## src/rtl/vga_fb_arbiter_pkg.sv

```systemverilog
// Shared types and sizing helpers for the framebuffer arbiter.
// Imported by the arbiter top and its bench.
package fb_arb_pkg;

    typedef enum logic [1:0] {
        IDLE,
        CPU_ACC,
        VGA_BURST,
        VGA_CPU_SLOT
    } fb_arb_state_t;

    localparam int DEF_BURST_LEN   = 80;
    localparam int DEF_SLOT_PERIOD = 8;

    // Beat counter indexes 0..BURST_LEN-1; keep at least one bit.
    function automatic int beat_width(input int burst_len);
        return (burst_len > 1) ? $clog2(burst_len) : 1;
    endfunction

    // Slot counter must be able to hold the period value itself.
    function automatic int slot_width(input int period);
        return $clog2(period + 1);
    endfunction

endpackage

```

## src/rtl/vga_fb_arbiter_if.sv

```systemverilog
// CPU data-bus port of the framebuffer arbiter.
// master = bus decoder side, slave = arbiter side.
interface vga_fb_arbiter_if #(
    parameter int ADDR_WIDTH = 14,
    parameter int DATA_WIDTH = 32
);
    logic                    cpu_req;
    logic                    cpu_we;
    logic [ADDR_WIDTH-1:0]   cpu_addr;
    logic [DATA_WIDTH-1:0]   cpu_wdata;
    logic [DATA_WIDTH/8-1:0] cpu_wstrb;
    logic                    cpu_ack;
    logic [DATA_WIDTH-1:0]   cpu_rdata;

    modport master (
        output cpu_req, cpu_we, cpu_addr,
        output cpu_wdata, cpu_wstrb,
        input  cpu_ack, cpu_rdata
    );

    modport slave (
        input  cpu_req, cpu_we, cpu_addr,
        input  cpu_wdata, cpu_wstrb,
        output cpu_ack, cpu_rdata
    );
endinterface

```

## src/rtl/vga_fb_arbiter.sv

```systemverilog
// Single-port framebuffer arbiter: VGA line bursts have priority,
// the CPU gets one guaranteed slot every CPU_SLOT_PERIOD beats.
module vga_fb_arbiter
    import fb_arb_pkg::*;
#(
    parameter int ADDR_WIDTH      = 14,
    parameter int DATA_WIDTH      = 32,
    parameter int BURST_LEN       = DEF_BURST_LEN,
    parameter int CPU_SLOT_PERIOD = DEF_SLOT_PERIOD
) (
    input  logic                    clk,
    input  logic                    rst,
    input  logic                    vga_req,
    input  logic [ADDR_WIDTH-1:0]   vga_base_addr,
    output logic                    vga_rvalid,
    output logic [DATA_WIDTH-1:0]   vga_rdata,
    output logic                    vga_done,
    output logic                    vga_busy,
    output logic                    vga_overrun,
    vga_fb_arbiter_if.slave         cpu,
    output logic                    mem_en,
    output logic                    mem_we,
    output logic [ADDR_WIDTH-1:0]   mem_addr,
    output logic [DATA_WIDTH-1:0]   mem_wdata,
    output logic [DATA_WIDTH/8-1:0] mem_wstrb,
    input  logic [DATA_WIDTH-1:0]   mem_rdata
);

    localparam int BW = beat_width(BURST_LEN);
    localparam int SW = slot_width(CPU_SLOT_PERIOD);
    localparam logic [BW-1:0] LAST_BEAT = BW'(BURST_LEN - 1);
    localparam logic [SW-1:0] SLOT_MAX  = SW'(CPU_SLOT_PERIOD);

    fb_arb_state_t         state, state_n;
    logic [ADDR_WIDTH-1:0] base_q, base_n, base_cur, iss_addr;
    logic [BW-1:0]         beat_q, beat_n, beat_cur;
    logic [SW-1:0]         slot_q, slot_n, slot_cur;
    logic                  vga_iss, cpu_iss, last_n;
    logic                  vga_rd_q, last_q, cpu_rd_q;
    logic                  vga_start, cpu_pend, cpu_wr;

    // A request that is being acked this cycle is not served again.
    assign vga_start = vga_req && !vga_busy;
    assign cpu_pend  = cpu.cpu_req && !cpu.cpu_ack;
    assign cpu_wr    = cpu_iss && cpu.cpu_we;

    // Read data is shared; the valid/ack strobes qualify it.
    assign vga_rdata     = mem_rdata;
    assign cpu.cpu_rdata = mem_rdata;

    // Next-state, counter update and issue selection.
    always_comb begin
        state_n  = state;
        base_n   = base_q;
        beat_n   = beat_q;
        slot_n   = slot_q;
        base_cur = base_q;
        beat_cur = beat_q;
        slot_cur = slot_q;
        vga_iss  = 1'b0;
        cpu_iss  = 1'b0;
        last_n   = 1'b0;
        unique case (state)
            IDLE, CPU_ACC: begin
                state_n = IDLE;
                if (vga_start) begin
                    base_cur = vga_base_addr;
                    base_n   = vga_base_addr;
                    beat_cur = '0;
                    slot_cur = '0;
                    vga_iss  = 1'b1;
                end else if (state == IDLE && cpu_pend) begin
                    cpu_iss = 1'b1;
                    state_n = CPU_ACC;
                end
            end
            VGA_BURST: begin
                if (slot_q == SLOT_MAX && cpu_pend) begin
                    cpu_iss = 1'b1;
                    slot_n  = '0;
                    state_n = VGA_CPU_SLOT;
                end else begin
                    vga_iss = 1'b1;
                end
            end
            VGA_CPU_SLOT: vga_iss = 1'b1;
            default:      state_n = IDLE;
        endcase
        if (vga_iss) begin
            if (beat_cur == LAST_BEAT) begin
                last_n  = 1'b1;
                beat_n  = '0;
                slot_n  = '0;
                state_n = IDLE;
            end else begin
                beat_n  = beat_cur + 1'b1;
                slot_n  = (slot_cur == SLOT_MAX) ?
                          slot_cur : slot_cur + 1'b1;
                state_n = VGA_BURST;
            end
        end
        iss_addr = base_cur + ADDR_WIDTH'(beat_cur);
    end

    // State, counters and all registered outputs.
    always_ff @(posedge clk) begin
        if (rst) begin
            state       <= IDLE;
            base_q      <= '0;
            beat_q      <= '0;
            slot_q      <= '0;
            vga_rd_q    <= 1'b0;
            last_q      <= 1'b0;
            cpu_rd_q    <= 1'b0;
            vga_rvalid  <= 1'b0;
            vga_done    <= 1'b0;
            vga_busy    <= 1'b0;
            vga_overrun <= 1'b0;
            cpu.cpu_ack <= 1'b0;
            mem_en      <= 1'b0;
            mem_we      <= 1'b0;
            mem_addr    <= '0;
            mem_wdata   <= '0;
            mem_wstrb   <= '0;
        end else begin
            state       <= state_n;
            base_q      <= base_n;
            beat_q      <= beat_n;
            slot_q      <= slot_n;
            vga_rd_q    <= vga_iss;
            last_q      <= last_n;
            cpu_rd_q    <= cpu_iss;
            vga_rvalid  <= vga_rd_q;
            vga_done    <= last_q;
            cpu.cpu_ack <= cpu_rd_q;
            vga_busy    <= vga_iss || (state_n == VGA_CPU_SLOT);
            vga_overrun <= vga_overrun || (vga_req && vga_busy);
            mem_en      <= vga_iss || cpu_iss;
            mem_we      <= cpu_wr;
            mem_addr    <= cpu_iss ? cpu.cpu_addr :
                           (vga_iss ? iss_addr : '0);
            mem_wdata   <= cpu_wr ? cpu.cpu_wdata : '0;
            mem_wstrb   <= cpu_wr ? cpu.cpu_wstrb : '0;
        end
    end

endmodule

```

## src/flat_wrapper.sv

```systemverilog
// flat-port wrapper written by rule: the top's interface ports become plain ports
module vga_fb_arbiter_flat import fb_arb_pkg::*;
#(
    parameter int ADDR_WIDTH      = 14,
    parameter int DATA_WIDTH      = 32,
    parameter int BURST_LEN       = DEF_BURST_LEN,
    parameter int CPU_SLOT_PERIOD = DEF_SLOT_PERIOD
)
  (clk, rst, vga_req, vga_base_addr, vga_rvalid, vga_rdata, vga_done, vga_busy, vga_overrun, mem_en, mem_we, mem_addr, mem_wdata, mem_wstrb, mem_rdata, cpu_cpu_req, cpu_cpu_we, cpu_cpu_addr, cpu_cpu_wdata, cpu_cpu_wstrb, cpu_cpu_ack, cpu_cpu_rdata);
  vga_fb_arbiter_if #(.ADDR_WIDTH(ADDR_WIDTH), .DATA_WIDTH(DATA_WIDTH)) cpu_i ();
  input  logic clk;
  input  logic rst;
  input  logic vga_req;
  input  logic [ADDR_WIDTH-1:0] vga_base_addr;
  output logic vga_rvalid;
  output logic [DATA_WIDTH-1:0] vga_rdata;
  output logic vga_done;
  output logic vga_busy;
  output logic vga_overrun;
  output logic mem_en;
  output logic mem_we;
  output logic [ADDR_WIDTH-1:0] mem_addr;
  output logic [DATA_WIDTH-1:0] mem_wdata;
  output logic [DATA_WIDTH/8-1:0] mem_wstrb;
  input  logic [DATA_WIDTH-1:0] mem_rdata;
  input wire logic [$bits(cpu_i.cpu_req)-1:0] cpu_cpu_req;
  input wire logic [$bits(cpu_i.cpu_we)-1:0] cpu_cpu_we;
  input wire logic [$bits(cpu_i.cpu_addr)-1:0] cpu_cpu_addr;
  input wire logic [$bits(cpu_i.cpu_wdata)-1:0] cpu_cpu_wdata;
  input wire logic [$bits(cpu_i.cpu_wstrb)-1:0] cpu_cpu_wstrb;
  output wire logic [$bits(cpu_i.cpu_ack)-1:0] cpu_cpu_ack;
  output wire logic [$bits(cpu_i.cpu_rdata)-1:0] cpu_cpu_rdata;
  assign cpu_i.cpu_req = cpu_cpu_req;
  assign cpu_i.cpu_we = cpu_cpu_we;
  assign cpu_i.cpu_addr = cpu_cpu_addr;
  assign cpu_i.cpu_wdata = cpu_cpu_wdata;
  assign cpu_i.cpu_wstrb = cpu_cpu_wstrb;
  assign cpu_cpu_ack = cpu_i.cpu_ack;
  assign cpu_cpu_rdata = cpu_i.cpu_rdata;
  vga_fb_arbiter #(.ADDR_WIDTH(ADDR_WIDTH), .DATA_WIDTH(DATA_WIDTH), .BURST_LEN(BURST_LEN), .CPU_SLOT_PERIOD(CPU_SLOT_PERIOD)) u_core (.clk(clk), .rst(rst), .vga_req(vga_req), .vga_base_addr(vga_base_addr), .vga_rvalid(vga_rvalid), .vga_rdata(vga_rdata), .vga_done(vga_done), .vga_busy(vga_busy), .vga_overrun(vga_overrun), .cpu(cpu_i), .mem_en(mem_en), .mem_we(mem_we), .mem_addr(mem_addr), .mem_wdata(mem_wdata), .mem_wstrb(mem_wstrb), .mem_rdata(mem_rdata));
endmodule
```

## config.mk

```make
export PLATFORM = sky130hd
export DESIGN_NAME = vga_fb_arbiter_flat
export DESIGN_NICKNAME = d
export VERILOG_FILES = /design/src/rtl/vga_fb_arbiter_pkg.sv /design/src/rtl/vga_fb_arbiter_if.sv /design/src/rtl/vga_fb_arbiter.sv /design/src/flat_wrapper.sv
export SDC_FILE = /design/constraint.sdc
export NUM_CORES = 1
export LEC_CHECK = 0
export ABC_AREA = 1
export CORE_MARGIN = 1
export CORE_UTILIZATION = 40
export DETAILED_ROUTE_END_ITERATION = 8
export PLACE_DENSITY = 0.82
export SLEW_MARGIN = 20
export SYNTH_ARGS = -nofsm -noshare
export SYNTH_HDL_FRONTEND = slang
export SYNTH_SLANG_ARGS = --single-unit
```

## constraint.sdc

```tcl
create_clock -name clk -period 2.6 [get_ports clk]
set_input_delay 0.39 -clock clk [delete_from_list [all_inputs] [get_ports clk]]
set_output_delay 0.39 -clock clk [all_outputs]
set_load 0.05 [all_outputs]
```

Yosys cells after proc, flatten, opt, wreduce, memory -nomap -nowiden
Index checks and enable logic that the tools add are counted.
Cells by class
  add/sub/neg operators: 3
  equal/unequal tests: 7
  multiplexer cells: 28
  bitwise operators: 2
  reduce and logical (&&, ||, !) cells: 18
Operator list (number)
  $mux W14: 4
  $mux W4: 7
  $mux W7: 3
  $add A14 B7 Y14: 1
  $eq A4 B4 Y1 const B: 2
  $mux W2: 4
  $add A7 B1 Y7 const B: 1
  $eq A7 B7 Y1 const B: 1
  $mux W1: 7
  $eq A2 B2 Y1 const B: 3
  $logic_and A1 B1 Y1: 6
  $reduce_or A2 Y1: 3
  $add A4 B1 Y4 const B: 1
  $pmux W2 S2: 1
  $reduce_bool A2 Y1: 2
  $logic_or A1 B1 Y1: 3
  $pmux W1 S3: 1
  $eq A2 B1 Y1 const B: 1
  $logic_not A1 Y1: 2
  $logic_not A2 Y1: 1
  $not A1 Y1: 2
  $pmux W1 S2: 1
  $reduce_and A2 Y1: 1
Word-level totals
  bits in registers: 87
  input port bits: 101
  output and inout bits: 121
  word-level logic and storage cells: 75

Logic depth before layout (Yosys ltp)
  word-level depth: 9
  gate-level depth with buffers: 19
  gate-level depth less buffers: 18

Worst setup path before layout
OpenSTA, ideal clock, no wires.
  path kind: register to register
  from: register u_core.vga_busy
  to: register u_core.mem_addr[10]
  setup time: 0.112 ns
  data arrival time: 2.708 ns
  required time: 2.488 ns
  setup slack: -0.221 ns
  stages on the path, launching flop included: 18
  path buffers: 1
  period minus slack after synthesis: 2.821 ns
  path through: dfxtp_1 inv_1 nand2_1 nor2_4 clkbuf_1 or2_2 inv_1 a21oi_1 ha_1 fa_1 nand3_2 o21bai_4 nand2_1 nand2_2 nand2_1 nand2_1 nand2_1 nand2_1
On the way
  cells in the longest elaborated chain, start to end: 7
  elaborated cells on any way between the ends: 13
  those cells by class: add/sub: 1; mux: 10; reduce/logical: 2
Ends and longest elaborated chain
  start, declared: line vga_fb_arbiter.sv:18  | output logic vga_busy,
  start signal, assigned: line vga_fb_arbiter.sv:136  | vga_busy <= vga_iss || (state_n == VGA_CPU_SLOT);
  $logic_not A1 Y1: line vga_fb_arbiter.sv:43  | assign vga_start = vga_req && !vga_busy;
  $logic_and A1 B1 Y1: line vga_fb_arbiter.sv:43
  $mux W14: line vga_fb_arbiter.sv:66  | if (vga_start) begin
  $mux W14: line vga_fb_arbiter.sv:63  | unique case (state)
  named net u_core.base_cur[0]: line vga_fb_arbiter.sv:35  | logic [ADDR_WIDTH-1:0] base_q, base_n, base_cur, iss_addr;
  $add A14 B7 Y14: line vga_fb_arbiter.sv:102  | iss_addr = base_cur + ADDR_WIDTH'(beat_cur);
  $mux W14: line vga_fb_arbiter.sv:141  | (vga_iss ? iss_addr : '0);
  $mux W14: line vga_fb_arbiter.sv:140  | mem_addr <= cpu_iss ? cpu.cpu_addr :
  end signal, assigned: line vga_fb_arbiter.sv:140
  end, declared: line vga_fb_arbiter.sv:23  | output logic [ADDR_WIDTH-1:0] mem_addr,
The timed path passes the listed nets, and every way through them passes these cells.
A chain may end at the register's enable or synchronous reset.

Worst setup path after layout
  from: input port vga_req
  to: register u_core.mem_addr[10]
On the way
  cells in the longest elaborated chain, start to end: 6
  elaborated cells on any way between the ends: 12
  those cells by class: add/sub: 1; mux: 10; reduce/logical: 1
Ends and longest elaborated chain
  start, declared: line flat_wrapper.sv:13  | input logic vga_req;
  $logic_and A1 B1 Y1: line vga_fb_arbiter.sv:43
  $mux W14: line vga_fb_arbiter.sv:66
  $mux W14: line vga_fb_arbiter.sv:63
  named net u_core.base_cur[0]: line vga_fb_arbiter.sv:35
  $add A14 B7 Y14: line vga_fb_arbiter.sv:102
  $mux W14: line vga_fb_arbiter.sv:141
  $mux W14: line vga_fb_arbiter.sv:140
The timed path passes the listed nets, and every way through them passes these cells.

==> results_dict.tcl <==
set metrics [dict create \
    status "complete, no violations" \
    p_per_area_mw_per_mm2 552.8 \
    fill_cells 901 \
    final_common_cell "clkdlybuf4s50_1" \
    cp-endpoint "u_core.mem_addr[10]" \
    design.core.area_mm2 0.009910 \
    arrival_ps 2640 \
    worst_pin_slew_ps 574.4 \
    cts_resized 0 \
    yosys-top-cells-area "dfxtp_1 42%, buf_4 12%, nand2_1 8.9%, inv_1 8.3%, nor2_1 6.1%" \
    r2r_start "u_core.vga_busy" \
    startpoint_type "primary input" \
    grt_usage_pct 19.99 \
    io_pins 222 \
    irDropWorstVdd_uv 295.5 \
    synth_top_area_share_pct 41.92 \
    finalSetupTns_ps 0 \
    ys_warn_count 0 \
    synth_edf_count 0 \
    grt-ovfl-total 0 \
    h-tree-depth 3 \
    crit_path_max_fanout 10 \
    place.gp.congestion 0.9001 \
    syn_inst 552 \
    power.switching_uw 895.9 \
    grt_max_degree 26 \
    hold_viol 0 \
    post-route-period-util_pct 92.00 \
    relSlewSlack_pct 61.30 \
    grt_pass1_vias 3560 \
    clkSinkCount 87 \
    ys_types 38 \
    cts_buffers 9 \
    clock_path_buffers 2 \
    cts_hold_buf 0 \
    maxSlewViolCount 0 \
    seq_power_share_pct 47.3 \
    fin_nets 751 \
    syn_area_per_cell_um2 7.528 \
    ys_ff_latch 87 \
    finalNonFillerCells 778 \
    comb_power_share_pct 21.0 \
    rr_worst_depth 16 \
    sw_frac_of_total_pct 29.77 \
    hp-class "flop to flop" \
    die_area_mm2 0.01080 \
    drt-pass1-iter-count 4 \
    io_buffers 125 \
    root_buffer "clkbuf_8" \
    wirelength_um 10640 \
    regToRegEndpoint "u_core.mem_addr[10]" \
    ys_async_sr_fraction_pct 0 \
    maxCapViolations 0 \
    antenna_found_initial 0 \
    seq_area_frac_synth_pct 41.92 \
    p_leak_uw 0.002563 \
    die_w_um 103.9 \
    insertion_delay_ps 350 \
    drt_iter0_markers 190 \
    tritoncts "done" \
    yosys.area.top_type "dfxtp_1" \
    cp-startpoint "vga_req" \
    dp.cells 763 \
    netlist_area_mm2 0.004155 \
    fin_ws_ps 208.1 \
    ant_nets 0 \
    fmax_mhz 418.1 \
    syn-num-nets 662 \
    setup_viol 0 \
    clk_pin_slew_worst_paths_ps 90 \
    synthFlopType "dfxtp_1" \
    fin_skew_ps 14.43 \
    rrSetupSlack_ps 210 \
    die_y_um 103.9 \
    dpl.hpwl_um 8341 \
    clockPowerShare_pct 31.7 \
    vias_per_cell 4.590 \
    grt_setup_unrepaired "no" \
    cp.required_ps 2850 \
    postCtsSetupBuffers 0 \
    cp-end-kind "flop" \
    area_growth_pct 30.98 \
    cell_internal_pwr_uw 2113 \
    fp-row-count 36 \
    final_cell_mix "125 x clkdlybuf4s50_1, 98 x nand2_1, 92 x inv_1, 86 x dfxtp_1, 68 x nor2_1" \
    drive_gt1_share_pct 12.87 \
    path_class "primary input to flop" \
    min_period_ps 2392 \
    antenna_cells 0 \
    vias 3571 \
    initial_core_util_pct 41.93 \
    place_worst_setup_slack_ps -150.6 \
    grt_pass1_wl_um 17150 \
    routedWlPerCell_um 13.67 \
    drc 0 \
]
==> sequential cells by signal (all words and copies together) (netlist names) <==
| name | count |
|---|---|
| u_core.vga_rd_q | 1 |
| u_core.vga_busy | 1 |
| u_core.mem_en | 1 |
| u_core.mem_wdata | 32 |
| u_core.beat_q | 7 |
| u_core.cpu_rd_q | 1 |
| u_core.vga_done | 1 |
| u_core.last_q | 1 |
| u_core.mem_addr | 14 |
| u_core.base_q | 14 |
| u_core.vga_overrun | 1 |
| u_core.mem_wstrb | 4 |
| u_core.state | 2 |
| u_core.cpu.cpu_ack | 1 |
| u_core.slot_q | 4 |
| u_core.mem_we | 1 |
| u_core.vga_rvalid | 1 |
==> per-stage QoR <==
step	total power, uW	instance area, um2	utilization (%)	hold slack (ps)
3_3_place_gp	2068	5250	52.98	394.0
4_1_cts	3033	5443	54.92	402.0
2_1_floorplan	2078	4159	-	388.3
6_report	3009	5443	54.92	400.1
3_5_place_dp	2084	5250	52.98	395.6
5_1_grt	3162	5443	54.92	419.4
==> synth_stat cells (5+ instances only) <==
library cell / instances
nand2_2: 7
ha_1: 8
o21ai_2: 5
buf_4: 64
inv_2: 7
or2_2: 5
o21ai_1: 5
nor2_1: 68
o21ai_0: 10
nand2_1: 98
inv_1: 92
dfxtp_1: 87
nand4_1: 7
a21oi_1: 22
nand3_1: 23
==> routing by layer <==
metal	vias up	GRT usage, %	wire, um
met2	133	38.71	5745
met1	1621	20.41	3971
met5	-	0	0
met4	0	7.245	166
li1	1798	-	-
met3	19	5.138	752
==> critical path: stages <==
cell	delay, ps
clkdlybuf4s50_1	410
nand2_1	110
nor2_4	70
or2_2	280
inv_1	70
a21oi_1	40
ha_1	230
fa_1	410
nand3_2	120
o21bai_4	80
nand2_1	80
nand2_2	90
nand2_1	70
nand2_1	50
nand2_1	90
nand2_1	40
==> power groups by stage <==
stage | combinational, uW | sequential, uW | clock (uW)
finish | 633 | 1420 | 954
global route | 684 | 1430 | 1050
CTS | 635 | 1420 | 976
detailed placement | 631 | 1450 | 0
global placement | 617 | 1450 | 0
floorplan | 500 | 1580 | 0
==> final cells by class <==
class | instances | area, um2 | share of cell area, %
well taps | 133 | 166.4 | 3.057
multi-input cells | 290 | 1489 | 27.36
clock inverters | 6 | 68.82 | 1.264
flip-flops and latches | 87 | 1745 | 32.07
clock buffers | 9 | 123.9 | 2.276
repair buffers | 153 | 1474 | 27.08
inverters | 100 | 375.4 | 6.897
==> worst min-delay path by stage <==
stage	end	cells after the start	startpoint
2_1_floorplan	u_core.cpu.cpu_ack	2	u_core.cpu_rd_q
3_3_place_gp	u_core.vga_rvalid	2	u_core.vga_rd_q
3_5_place_dp	u_core.vga_rvalid	2	u_core.vga_rd_q
4_1_cts	u_core.vga_rvalid	2	u_core.vga_rd_q
5_1_grt	u_core.vga_rvalid	2	u_core.vga_rd_q
6_report	u_core.vga_rvalid	2	u_core.vga_rd_q
==> cell families after synthesis <==
group | after synthesis | synth area share (%)
flip-flops | 87 | 41.92
adder cells (fa/ha/maj) | 9 | 2.891
AND/OR/NAND/NOR | 224 | 24.33
XOR/XNOR | 2 | 0.4216
AO/OA/AOI/OAI | 55 | 8.191
buffers and inverters | 175 | 22.25
Note: power is estimated with default switching activity, not from simulation.
